$ cat src/rtl/rf_wb_arbiter.sv
// Round-robin writeback arbiter: ALU and MEM {rd,data} FIFOs share one register-file write port; 2-cycle accept-to-write latency.
// Sources stall via x_ready when their FIFO is full; RF_WB_PERF_EN adds per-source saturating stall counters.

module rf_wb_fifo #(
  parameter int W     = 37,
  parameter int DEPTH = 2
) (
  input  logic         clk,
  input  logic         rst_n,
  input  logic         push_vld,
  input  logic [W-1:0] push_dat,
  output logic         push_rdy,
  input  logic         pop,
  output logic         head_vld,
  output logic [W-1:0] head_dat
);
  localparam int PW = $clog2(DEPTH);
  localparam int CW = PW + 1;
  localparam logic [CW-1:0] DEPTH_C = CW'(DEPTH);

  logic [W-1:0]  mem_q [DEPTH];
  logic [W-1:0]  mem_d [DEPTH];
  logic [PW-1:0] wr_ptr_q, wr_ptr_d;
  logic [PW-1:0] rd_ptr_q, rd_ptr_d;
  logic [CW-1:0] cnt_q, cnt_d;
  logic          push_fire, pop_fire;

  // Ready depends only on registered count, so a full FIFO never accepts in the
  // same cycle its head leaves; held low while reset is asserted.
  assign push_rdy  = rst_n && (cnt_q < DEPTH_C);
  assign head_vld  = (cnt_q != '0);
  assign head_dat  = mem_q[rd_ptr_q];
  assign push_fire = push_vld && push_rdy;
  assign pop_fire  = pop && head_vld;

  always_comb begin
    mem_d    = mem_q;
    wr_ptr_d = wr_ptr_q;
    rd_ptr_d = rd_ptr_q;
    cnt_d    = cnt_q;
    if (push_fire) begin
      mem_d[wr_ptr_q] = push_dat;
      wr_ptr_d        = wr_ptr_q + 1'b1;
    end
    if (pop_fire) begin
      rd_ptr_d = rd_ptr_q + 1'b1;
    end
    case ({push_fire, pop_fire})
      2'b10:   cnt_d = cnt_q + 1'b1;
      2'b01:   cnt_d = cnt_q - 1'b1;
      default: cnt_d = cnt_q;
    endcase
  end

  always_ff @(posedge clk or negedge rst_n) begin
    if (!rst_n) begin
      for (int i = 0; i < DEPTH; i++) begin
        mem_q[i] <= '0;
      end
      wr_ptr_q <= '0;
      rd_ptr_q <= '0;
      cnt_q    <= '0;
    end else begin
      mem_q    <= mem_d;
      wr_ptr_q <= wr_ptr_d;
      rd_ptr_q <= rd_ptr_d;
      cnt_q    <= cnt_d;
    end
  end
endmodule

module rf_wb_arbiter #(
  parameter int XLEN  = 32,
  parameter int DEPTH = 2
) (
  input  logic            clk,
  input  logic            rst_n,
  input  logic            alu_valid,
  output logic            alu_ready,
  input  logic [4:0]      alu_rd,
  input  logic [XLEN-1:0] alu_data,
  input  logic            mem_valid,
  output logic            mem_ready,
  input  logic [4:0]      mem_rd,
  input  logic [XLEN-1:0] mem_data,
  output logic            rf_we,
  output logic [4:0]      rf_wa,
  output logic [XLEN-1:0] rf_wd,
  output logic            idle
`ifdef RF_WB_PERF_EN
  ,
  output logic [15:0]     alu_stall_cnt,
  output logic [15:0]     mem_stall_cnt
`endif
);
  localparam int W = XLEN + 5;
  localparam logic GNT_ALU = 1'b0;
  localparam logic GNT_MEM = 1'b1;

  logic            alu_head_vld, mem_head_vld;
  logic [W-1:0]    alu_head_dat, mem_head_dat;
  logic            gnt_alu, gnt_mem;
  logic [W-1:0]    gnt_dat;
  logic            last_grant_q, last_grant_d;
  logic            rf_we_q, rf_we_d;
  logic [4:0]      rf_wa_q, rf_wa_d;
  logic [XLEN-1:0] rf_wd_q, rf_wd_d;

  rf_wb_fifo #(.W(W), .DEPTH(DEPTH)) u_alu_fifo (
    .clk      (clk),
    .rst_n    (rst_n),
    .push_vld (alu_valid),
    .push_dat ({alu_rd, alu_data}),
    .push_rdy (alu_ready),
    .pop      (gnt_alu),
    .head_vld (alu_head_vld),
    .head_dat (alu_head_dat)
  );

  rf_wb_fifo #(.W(W), .DEPTH(DEPTH)) u_mem_fifo (
    .clk      (clk),
    .rst_n    (rst_n),
    .push_vld (mem_valid),
    .push_dat ({mem_rd, mem_data}),
    .push_rdy (mem_ready),
    .pop      (gnt_mem),
    .head_vld (mem_head_vld),
    .head_dat (mem_head_dat)
  );

  // On a tie the source that did not win last time goes next.
  always_comb begin
    gnt_alu = alu_head_vld && (!mem_head_vld || (last_grant_q == GNT_MEM));
    gnt_mem = mem_head_vld && !gnt_alu;
    gnt_dat = gnt_alu ? alu_head_dat : mem_head_dat;
  end

  always_comb begin
    last_grant_d = last_grant_q;
    rf_we_d      = 1'b0;
    rf_wa_d      = rf_wa_q;
    rf_wd_d      = rf_wd_q;
    if (gnt_alu || gnt_mem) begin
      last_grant_d = gnt_alu ? GNT_ALU : GNT_MEM;
      rf_wa_d      = gnt_dat[W-1:XLEN];
      rf_wd_d      = gnt_dat[XLEN-1:0];
      // x0 entries consume their slot but never write.
      rf_we_d      = (gnt_dat[W-1:XLEN] != 5'd0);
    end
  end

  always_ff @(posedge clk or negedge rst_n) begin
    if (!rst_n) begin
      last_grant_q <= GNT_MEM;
      rf_we_q      <= 1'b0;
      rf_wa_q      <= 5'd0;
      rf_wd_q      <= '0;
    end else begin
      last_grant_q <= last_grant_d;
      rf_we_q      <= rf_we_d;
      rf_wa_q      <= rf_wa_d;
      rf_wd_q      <= rf_wd_d;
    end
  end

  assign rf_we = rf_we_q;
  assign rf_wa = rf_wa_q;
  assign rf_wd = rf_wd_q;
  assign idle  = !alu_head_vld && !mem_head_vld && !rf_we_q;

`ifdef RF_WB_PERF_EN
  logic [15:0] alu_stall_cnt_q, alu_stall_cnt_d;
  logic [15:0] mem_stall_cnt_q, mem_stall_cnt_d;

  always_comb begin
    alu_stall_cnt_d = alu_stall_cnt_q;
    mem_stall_cnt_d = mem_stall_cnt_q;
    if (alu_valid && !alu_ready && (alu_stall_cnt_q != 16'hFFFF)) begin
      alu_stall_cnt_d = alu_stall_cnt_q + 16'd1;
    end
    if (mem_valid && !mem_ready && (mem_stall_cnt_q != 16'hFFFF)) begin
      mem_stall_cnt_d = mem_stall_cnt_q + 16'd1;
    end
  end

  always_ff @(posedge clk or negedge rst_n) begin
    if (!rst_n) begin
      alu_stall_cnt_q <= 16'd0;
      mem_stall_cnt_q <= 16'd0;
    end else begin
      alu_stall_cnt_q <= alu_stall_cnt_d;
      mem_stall_cnt_q <= mem_stall_cnt_d;
    end
  end

  assign alu_stall_cnt = alu_stall_cnt_q;
  assign mem_stall_cnt = mem_stall_cnt_q;
`else
  // Stall counters are not built in this configuration.
`endif
endmodule

$ cat config.mk
export PLATFORM = sky130hd
export DESIGN_NAME = rf_wb_arbiter
export DESIGN_NICKNAME = d
export VERILOG_FILES = /design/src/rtl/rf_wb_arbiter.sv
export SDC_FILE = /design/constraint.sdc
export NUM_CORES = 1
export LEC_CHECK = 0
export ABC_AREA = 1
export BUFFER_PORTS_ARGS = -buffer_cell sky130_fd_sc_hd__buf_2
export CAP_MARGIN = 10
export CORE_ASPECT_RATIO = 0.5
export CORE_UTILIZATION = 40
export DETAILED_ROUTE_END_ITERATION = 6
export SKIP_CTS_REPAIR_TIMING = 1
export SYNTH_ARGS = -nofsm -noshare
export SYNTH_HDL_FRONTEND = slang
export SYNTH_HIERARCHICAL = 1
export SYNTH_SLANG_ARGS = --single-unit
$ cat constraint.sdc
create_clock -name clk -period 3.2 [get_ports clk]
set_input_delay 0.64 -clock clk [delete_from_list [all_inputs] [get_ports clk]]
set_output_delay 0.64 -clock clk [all_outputs]
set_load 0.05 [all_outputs]
## Word level (Yosys, flattened, before mapping)

Cells that the tools add are included.

- Register bits after elaboration: 195
- Input port bits: 78
- Output and inout bits: 41
- Word-level logic and storage cells: 78

- Add/subtract/negate cells: 8
- $lt $le $gt $ge: 8
- Equality and inequality tests: 4
- Muxes and demuxes: 17
- Bitwise gates (word level): 4
- Reduce and logical (&&, ||, !) cells: 23

Operators with widths:

| operator | number |
|---|---|
| 37-bit two-way mux | 9 |
| 74-bit bitwise mux | 2 |
| 37-bit demux with 1-bit select | 2 |
| 1-bit logical AND | 12 |
| 2-bit greater-or-equal comparator, second input constant | 4 |
| 1-bit inverter with 2-bit output | 4 |
| 2-bit case mux with 2 select lines | 2 |
| 2-bit nonzero test | 4 |
| 5-bit nonzero test | 1 |
| 1-bit adder, second input constant | 4 |
| 2-bit by 1-bit adder with 2-bit output, second input constant | 2 |
| 2-bit by 1-bit equality test with 1-bit output, second input constant | 2 |
| 2-bit equality test, second input constant | 2 |
| 1-bit zero test | 4 |
| 2-bit by 1-bit < comparator with 1-bit output, second input constant | 2 |
| 2-bit < comparator, second input constant | 2 |
| 2-bit by 1-bit subtractor with 2-bit output, second input constant | 2 |
| 1-bit logical OR | 2 |
| 1-bit two-way mux | 2 |

## Longest topological paths before layout

Gate-level depths: netlist of run 1.

- Word-level depth: 9
- Gate-level depth with buffers: 15
- Mapped depth without buffers: 14

## Cells and area by module

The synthesis of run 1 kept the hierarchy.

Modules (own cells, without submodules):

| module | times used | cells an instance | area an instance (um2) | sequential area each (um2) |
|---|---|---|---|---|
| rf_wb_fifo (u_alu_fifo) | 1 | 478 | 3747.3 | 1951.9 |
| rf_wb_fifo (u_mem_fifo) | 1 | 478 | 3728.6 | 1951.9 |
| rf_wb_arbiter | 1 | 225 | 1838.0 | 977.2 |

## Worst setup path before layout of run 1

Ideal clock, no wire load.

- Path type: register -> output
- Start point: register u_alu_fifo.cnt_q[1]
- End point: output idle
- Arrival: 1.809 ns
- Data required time: 2.560 ns
- Setup slack: 0.751 ns
- Cell stages (with the launch flop): 7
- Path buffers: 2
- Cells stage by stage: dfrtp_1 > inv_1 > nand2_1 > or2_1 > buf_6 > buf_2 > nor2_1

- Word-level cells in the longest chain between the ends: 4

Ends and longest elaborated chain:

| item | RTL line | RTL |
|---|---|---|
| start, declared | 25 | `logic [CW-1:0] cnt_q, cnt_d;` |
| start signal, assigned | 67 | `cnt_q <= cnt_d;` |
| 2-bit nonzero test | 31 | `assign head_vld = (cnt_q != '0);` |
| net alu_head_vld | 100 | `logic alu_head_vld, mem_head_vld;` |
| 1-bit zero test | 169 | `assign idle = !alu_head_vld && !mem_head_vld && !rf_we_q;` |
| 1-bit logical AND (2 in series) | 169 |  |
| end, declared | 89 | `output logic idle` |

The timed path passes the listed nets, and every way through them passes these cells.

## Final worst setup path of run 1

Ends and elaborated chain as after synthesis.

==> results.txt, run 1 <==
Post-Route Utilization - 46.00%
final setup violation count - 0
DR top layer - met5
most frequent cells in the layout - nand2_1 (620), dfrtp_1 (194), nand4_1 (152)
Syn Inst Count - 1,181
RSZ-0062 raised after global routing - no
count of unique library cells instantiated by Yosys - 25
slowest stage delay, CP - 0.47 ns
Compound-Gate Fraction of Synth Area - 0.4299%
Max clock buf depth - 2
sequential area share after synthesis - 52.40%
length of routed met3 wiring - 2.034 mm
Final Skew - 0.007497 ns
Root Driver - clkbuf_16
drt via density - 5.281
Sequential Power Share - 36.6%
die height - 109.9 um
main combinational cell family by area after synthesis - simple AND/OR/NAND/NOR gates
FF+latch count, synth - 195
residual DRC count - 0
Detailed Place HPWL - 17.01 mm
clk slew on worst S/H paths - 0.07 ns
initial antenna violation count - 2
most common library cell in the layout ignoring fill and taps - nand2_1
MaxCap Viol Count - 0
Slowest-stage cell, CP - or2_1
CTS tree - built
Setup crit end kind - primary output
clock power share - 17.7%
H-tree Lvls - 4
clock sink count - 195
# rows - 39
GPL Wtd Cong - 0.8589
min Tclk post-route - 2.821 ns
# nets final - 1,326
status - completed
relative slew slack - 25.84%
multi-input gate area in the final layout - 3795 sq um
gr usage total - 22.90%
fill cell count - 2,296
Leak - 5.709 nW
1st-pass router iterations - 6
layout cells sized above 1 - 14.63%
f_max - 354.5 MHz
endpoints failing hold - 0
vias in the first global route - 7,344
initial cell density of the core - 40.78%
Startpoint Class - flip-flop
antenna-violating nets left - 0
I/O pin cnt - 119
Max IR drop VDD - 0.4291 mV
GRT overflow - 0
Comb power frac - 45.8%
xor and xnor area share after synthesis - 0.1881%
path type of the worst setup path - reg -> out
Vias - 8,270
Min-Delay Path Class - in -> async
Post-Synth Adder-Cell Area - 0.2687%
Routed WL - 26.91 mm
Synth Cell Area - 9314 sq um
Synth warnings - 6
area delta synth->final - 12.79%
Int Pwr - 0.006327 W
Synth Net Count - 1,261
Die ar. - 23,940 sq um
initial drt markers - 949
switching part of the total power - 46.80%
CP Max Fanout - 14
Clk Latency, worst-skew pair - 0.44 ns
wire per inst - 17.19 um
clock buffer count from CTS - 17
setup TNS - 0 ns
post-synthesis mux area share - 0%
worst-path cell chain - inv_1 -> nand2_1 -> or2_1 -> nor2_1 -> buf_2
fin crit share - 88.16%
width of the die - 217.8 um
Synth Area in Simple Gates - 39.75%
DR WL met2 - 11.47 mm
PD cells - 1132 nW/um^2
arrival time worst endpoint - 2.18 ns
Mean Syn Cell Area - 7.886 sq um
Slew Limit Fails - 0
sw power - 0.005565 W
Worst-Margin Slew - 1.110 ns
Metal-1 WL - 13.07 mm
PortBufs - 118
Core Footprint - 22,840 sq um
Crit path required time - 2.56 ns
Reg area - 4881 sq um
largest net degree at the start of global routing - 77
first-pass GRT wire length - 41.72 mm
-- synthesized netlist by cell type --
library cell,number,area (sq um)
buf_1,1,3.750
buf_2,60,300.3
buf_4,12,90.09
buf_6,9,101.4
clkbuf_1,12,45.04
clkbuf_2,1,5.000
clkinv_1,1,3.750
dfrtp_1,194,4855
dfstp_2,1,26.28
ha_1,2,25.02
inv_1,19,71.32
inv_2,5,18.77
inv_6,1,8.760
nand2_1,620,2327
nand2_2,2,12.51
nand3_1,69,345.3
nand3b_1,1,7.510
nand4_1,152,950.9
nand4_2,2,25.02
nor2_1,4,15.01
nor2_2,2,12.51
o21ai_0,5,25.02
o21ai_1,3,15.01
or2_1,1,6.260
xnor2_1,2,17.52
-- registers in the layout, summed over array words and instances, names as in the netlist, 2 cells and up --
register          count
u_mem_fifo/cnt_q      2
u_mem_fifo/mem_q     74
rf_wd                32
rf_wa                 5
u_alu_fifo/mem_q     74
u_alu_fifo/cnt_q      2
-- worst max-delay path: cells and delay by family (launching register included) --
kind                   cells  cell delay [ns]
buffers and inverters      2             0.47
DFF                        1             0.44
and+or+nand+nor            3             0.84
-- per-layer routing --
metal | up-vias | global-route usage, %
li1 | 3984 | -
met1 | 3959 | 35.11
met2 | 297 | 31.96
met3 | 26 | 5.035
met4 | 4 | 6.194
met5 | - | 0
-- path summary, 6_finish.rpt --
check / from / to / slack (ns) / cells past startpoint
min in group clk: mem_data[7] / u_mem_fifo/mem_q[7]$_DFFE_PN0P_ / 0.46 / 3
min reg2reg: u_alu_fifo/mem_q[69]$_DFFE_PN0P_ / u_alu_fifo/mem_q[69]$_DFFE_PN0P_ / 0.47 / 2
min: rst_n / u_mem_fifo/cnt_q[1]$_DFFE_PN0P_ / 0.15 / 1
max in group asynchronous: rst_n / u_alu_fifo/mem_q[54]$_DFFE_PN0P_ / 1.17 / 3
max: u_alu_fifo/cnt_q[1]$_DFFE_PN0P_ / idle / 0.38 / 5
max reg2reg: u_alu_fifo/cnt_q[1]$_DFFE_PN0P_ / u_mem_fifo/cnt_q[1]$_DFFE_PN0P_ / 0.65 / 12
-- area by class of cell --
cell class | instances | area share [%]
Clock buffer | 21 | 4.478
Clock inverter | 10 | 0.9290
Multi-Input combinational cell | 865 | 36.12
Antenna cell | 1 | 0.02382
Tap cell | 307 | 3.656
Sequential cell | 195 | 46.46
Inverter | 26 | 0.9766
Timing Repair Buffer | 141 | 7.349
-- per-stage QoR --
stage          instance area [sq um]  hold WS, ns  power [W]  setup slack [ns]  instances
2_1_floorplan                   9314       0.3444   0.008319            0.7509       1181
3_3_place_gp                    9935       0.4533   0.009661            0.6417       1534
3_5_place_dp                    9935       0.4583   0.009783            0.6102       1534
4_1_cts                        10500       0.1454    0.01192            0.3721       1565
5_1_grt                        10500       0.1595    0.01277            0.2551       1565
6_report                       10510       0.1465    0.01189            0.3790       1566
-- cell families after synthesis --
| family | after synthesis |
|---|---|
| simple gates | 853 |
| compound gates | 8 |
| flops | 195 |
| xor+xnor | 2 |
| fa+ha+maj | 2 |
| buf+inv | 121 |
-- power groups by stage --
stage	sequential, W	clock (W)	combinational (W)
floorplan	0.00496	0	0.00336
global placement	0.00435	0	0.00531
detailed placement	0.00437	0	0.00541
CTS	0.00434	0.00215	0.00543
global route	0.00448	0.00225	0.00604
finish	0.00435	0.00210	0.00544
Note: power is estimated with default switching activity, not from simulation.
==> run 2: changes to the inputs <==
--- a/config.mk
+++ b/config.mk
@@ -11,6 +11,7 @@
 export CORE_ASPECT_RATIO = 0.5
 export CORE_UTILIZATION = 40
 export DETAILED_ROUTE_END_ITERATION = 6
+export GPL_TIMING_DRIVEN = 0
 export SKIP_CTS_REPAIR_TIMING = 1
 export SYNTH_ARGS = -nofsm -noshare
 export SYNTH_HDL_FRONTEND = slang
==> run 2 against run 1 <==
Net effect:
- sequential share of layout area down 1.9 points
- hold slack worse by 0.029 ns
- global-route usage up 1.2 points
- flip-flop and latch count unchanged
- design area up 4.2%
- clock-buffer cell count down 3
- critical path depth up 2
- maximum frequency down 5.0%
- core utilization up 1.9 points
- critical path type is now in -> out
==> results.txt, run 2 (synthesis results as in run 1) <==
status - completed
largest net degree at the start of global routing - 120
drt via density - 5.210
min Tclk post-route - 2.970 ns
Antenna Cells - 0
f_max - 336.7 MHz
most frequent cells in the layout - nand2_1 (620), dfrtp_1 (194), buf_2 (175)
RSZ-0062 raised after global routing - no
Setup crit end kind - primary output
Crit path required time - 2.56 ns
dpl ws - -0.1627 ns
Max IR drop VDD - 0.3933 mV
I/O pin cnt - 119
PortBufs - 116
Top Family by Delay on Critical Path - buffers and inverters
width of the die - 217.8 um
clock power share - 18.0%
sw power - 0.005689 W
Die ar. - 23,940 sq um
Vias - 8,528
Sequential Power Share - 35.2%
post-route insts no fill - 1,637
wire per inst - 17.28 um
Slew Limit Fails - 0
Routed WL - 28.29 mm
1st-pass router iterations - 5
Root Driver - clkbuf_16
Max clock buf depth - 2
Final Skew - 0.01408 ns
initial drt markers - 943
most common library cell in the layout ignoring fill and taps - nand2_1
Post-Place Cells - 1,605
relative slew slack - 63.69%
endpoints failing hold - 0
GPL Wtd Cong - 0.8391
Clk Latency, worst-skew pair - 0.44 ns
Min-Delay Path Class - in -> async
residual DRC count - 0
final setup violation count - 0
Int Pwr - 0.006642 W
clock sink count - 195
Leak - 5.989 nW
PD cells - 1127 nW/um^2
arrival time worst endpoint - 2.33 ns
# rows - 39
die height - 109.9 um
Startpoint Class - input port
worst-path cell chain - buf_12 -> buf_16 -> inv_2 -> nor2_2 -> buf_4 -> buf_6 -> buf_2
Post-Route Utilization - 47.92%
clock buffer count from CTS - 17
CTS tree - built
initial cell density of the core - 40.78%
H-tree Lvls - 4
worst path bufs/invs - 6
first-pass GRT wire length - 43.90 mm
# nets final - 1,398
CP Max Fanout - 84
slowest stage delay, CP - 0.35 ns
layout cells sized above 1 - 18.35%
Detailed Place HPWL - 19.82 mm
vias in the first global route - 7,802
clk slew on worst S/H paths - 0.07 ns
switching part of the total power - 46.14%
fin crit share - 92.80%
area delta synth->final - 17.50%
final setup margin - 0.2304 ns
Core Footprint - 22,840 sq um
GRT overflow - 0
path type of the worst setup path - in -> out
total chip power - 0.01233 W
antenna-violating nets left - 0
Worst-Margin Slew - 0.5447 ns
initial antenna violation count - 0
Comb power frac - 46.7%
Slowest-stage cell, CP - buf_12
gr usage total - 24.08%
MaxCap Viol Count - 0
==> run 2: cell types whose count changed in the layout (fill, tap and decap cells not counted), moves of 2 or more <==
cell,previous run,this run
clkinv_2,2,4
clkbuf_1,1,12
nor2_2,0,2
buf_2,117,175
bufinv_16,1,3
buf_6,0,9
nor2_4,2,0
clkbuf_8,4,1
buf_4,23,12
==> run 2: final cells by class <==
| type | count | area [sq um] |
|---|---|---|
| Buffer | 95 | 545.5 |
| Clock buffer | 18 | 439.2 |
| Clock inverter | 13 | 158.9 |
| Fill cell | 2263 | 11890 |
| Inverter | 26 | 102.6 |
| Multi-Input combinational cell | 865 | 3785 |
| Sequential cell | 195 | 4881 |
| Tap cell | 307 | 384.1 |
| Timing Repair Buffer | 118 | 648.1 |
==> run 2: layer usage <==
| metal | vias to the layer above | GRT usage, % | routed length [um] |
|---|---|---|---|
| li1 | 4123 | - | - |
| met1 | 4144 | 37.34 | 14260 |
| met2 | 240 | 34.58 | 12270 |
| met3 | 21 | 4.537 | 1548 |
| met4 | 0 | 4.645 | 212 |
| met5 | - | 0 | 0 |
==> run 2: worst paths after layout <==
kind | cells past startpoint | endpoint | slack (ns) | from
worst min-delay path | 1 | u_mem_fifo/mem_q[42]$_DFFE_PN0P_ | 0.12 | rst_n
max in group asynchronous | 2 | last_grant_q$_DFFE_PN1P_ | 2.26 | rst_n
min in group clk | 3 | u_mem_fifo/mem_q[10]$_DFFE_PN0P_ | 0.46 | mem_data[10]
worst min register to register | 2 | u_alu_fifo/mem_q[55]$_DFFE_PN0P_ | 0.47 | u_alu_fifo/mem_q[55]$_DFFE_PN0P_
worst max-delay path | 7 | alu_ready | 0.23 | rst_n
worst max register to register | 13 | u_mem_fifo/cnt_q[1]$_DFFE_PN0P_ | 0.83 | u_alu_fifo/cnt_q[1]$_DFFE_PN0P_
==> run 2: stage by stage <==
stage          TNS [ns]  hold WS, ns  area [sq um]
6_report              0       0.1176         10940
5_1_grt               0       0.1408         10940
4_1_cts         -0.1740       0.2163         10910
3_5_place_dp    -0.1627       0.4583         10320
3_3_place_gp    -743.31       0.4535         10280
2_1_floorplan         0       0.3444          9314
==> run 2: power groups by stage <==
stage,sequential (W),clock [W],combinational (W)
after global placement,0.00433,0,0.00561
after floorplan,0.00496,0,0.00336
after global routing,0.00448,0.00237,0.00639
final,0.00434,0.00223,0.00576
after detailed placement,0.00436,0,0.00572
after CTS,0.00433,0.00227,0.00574
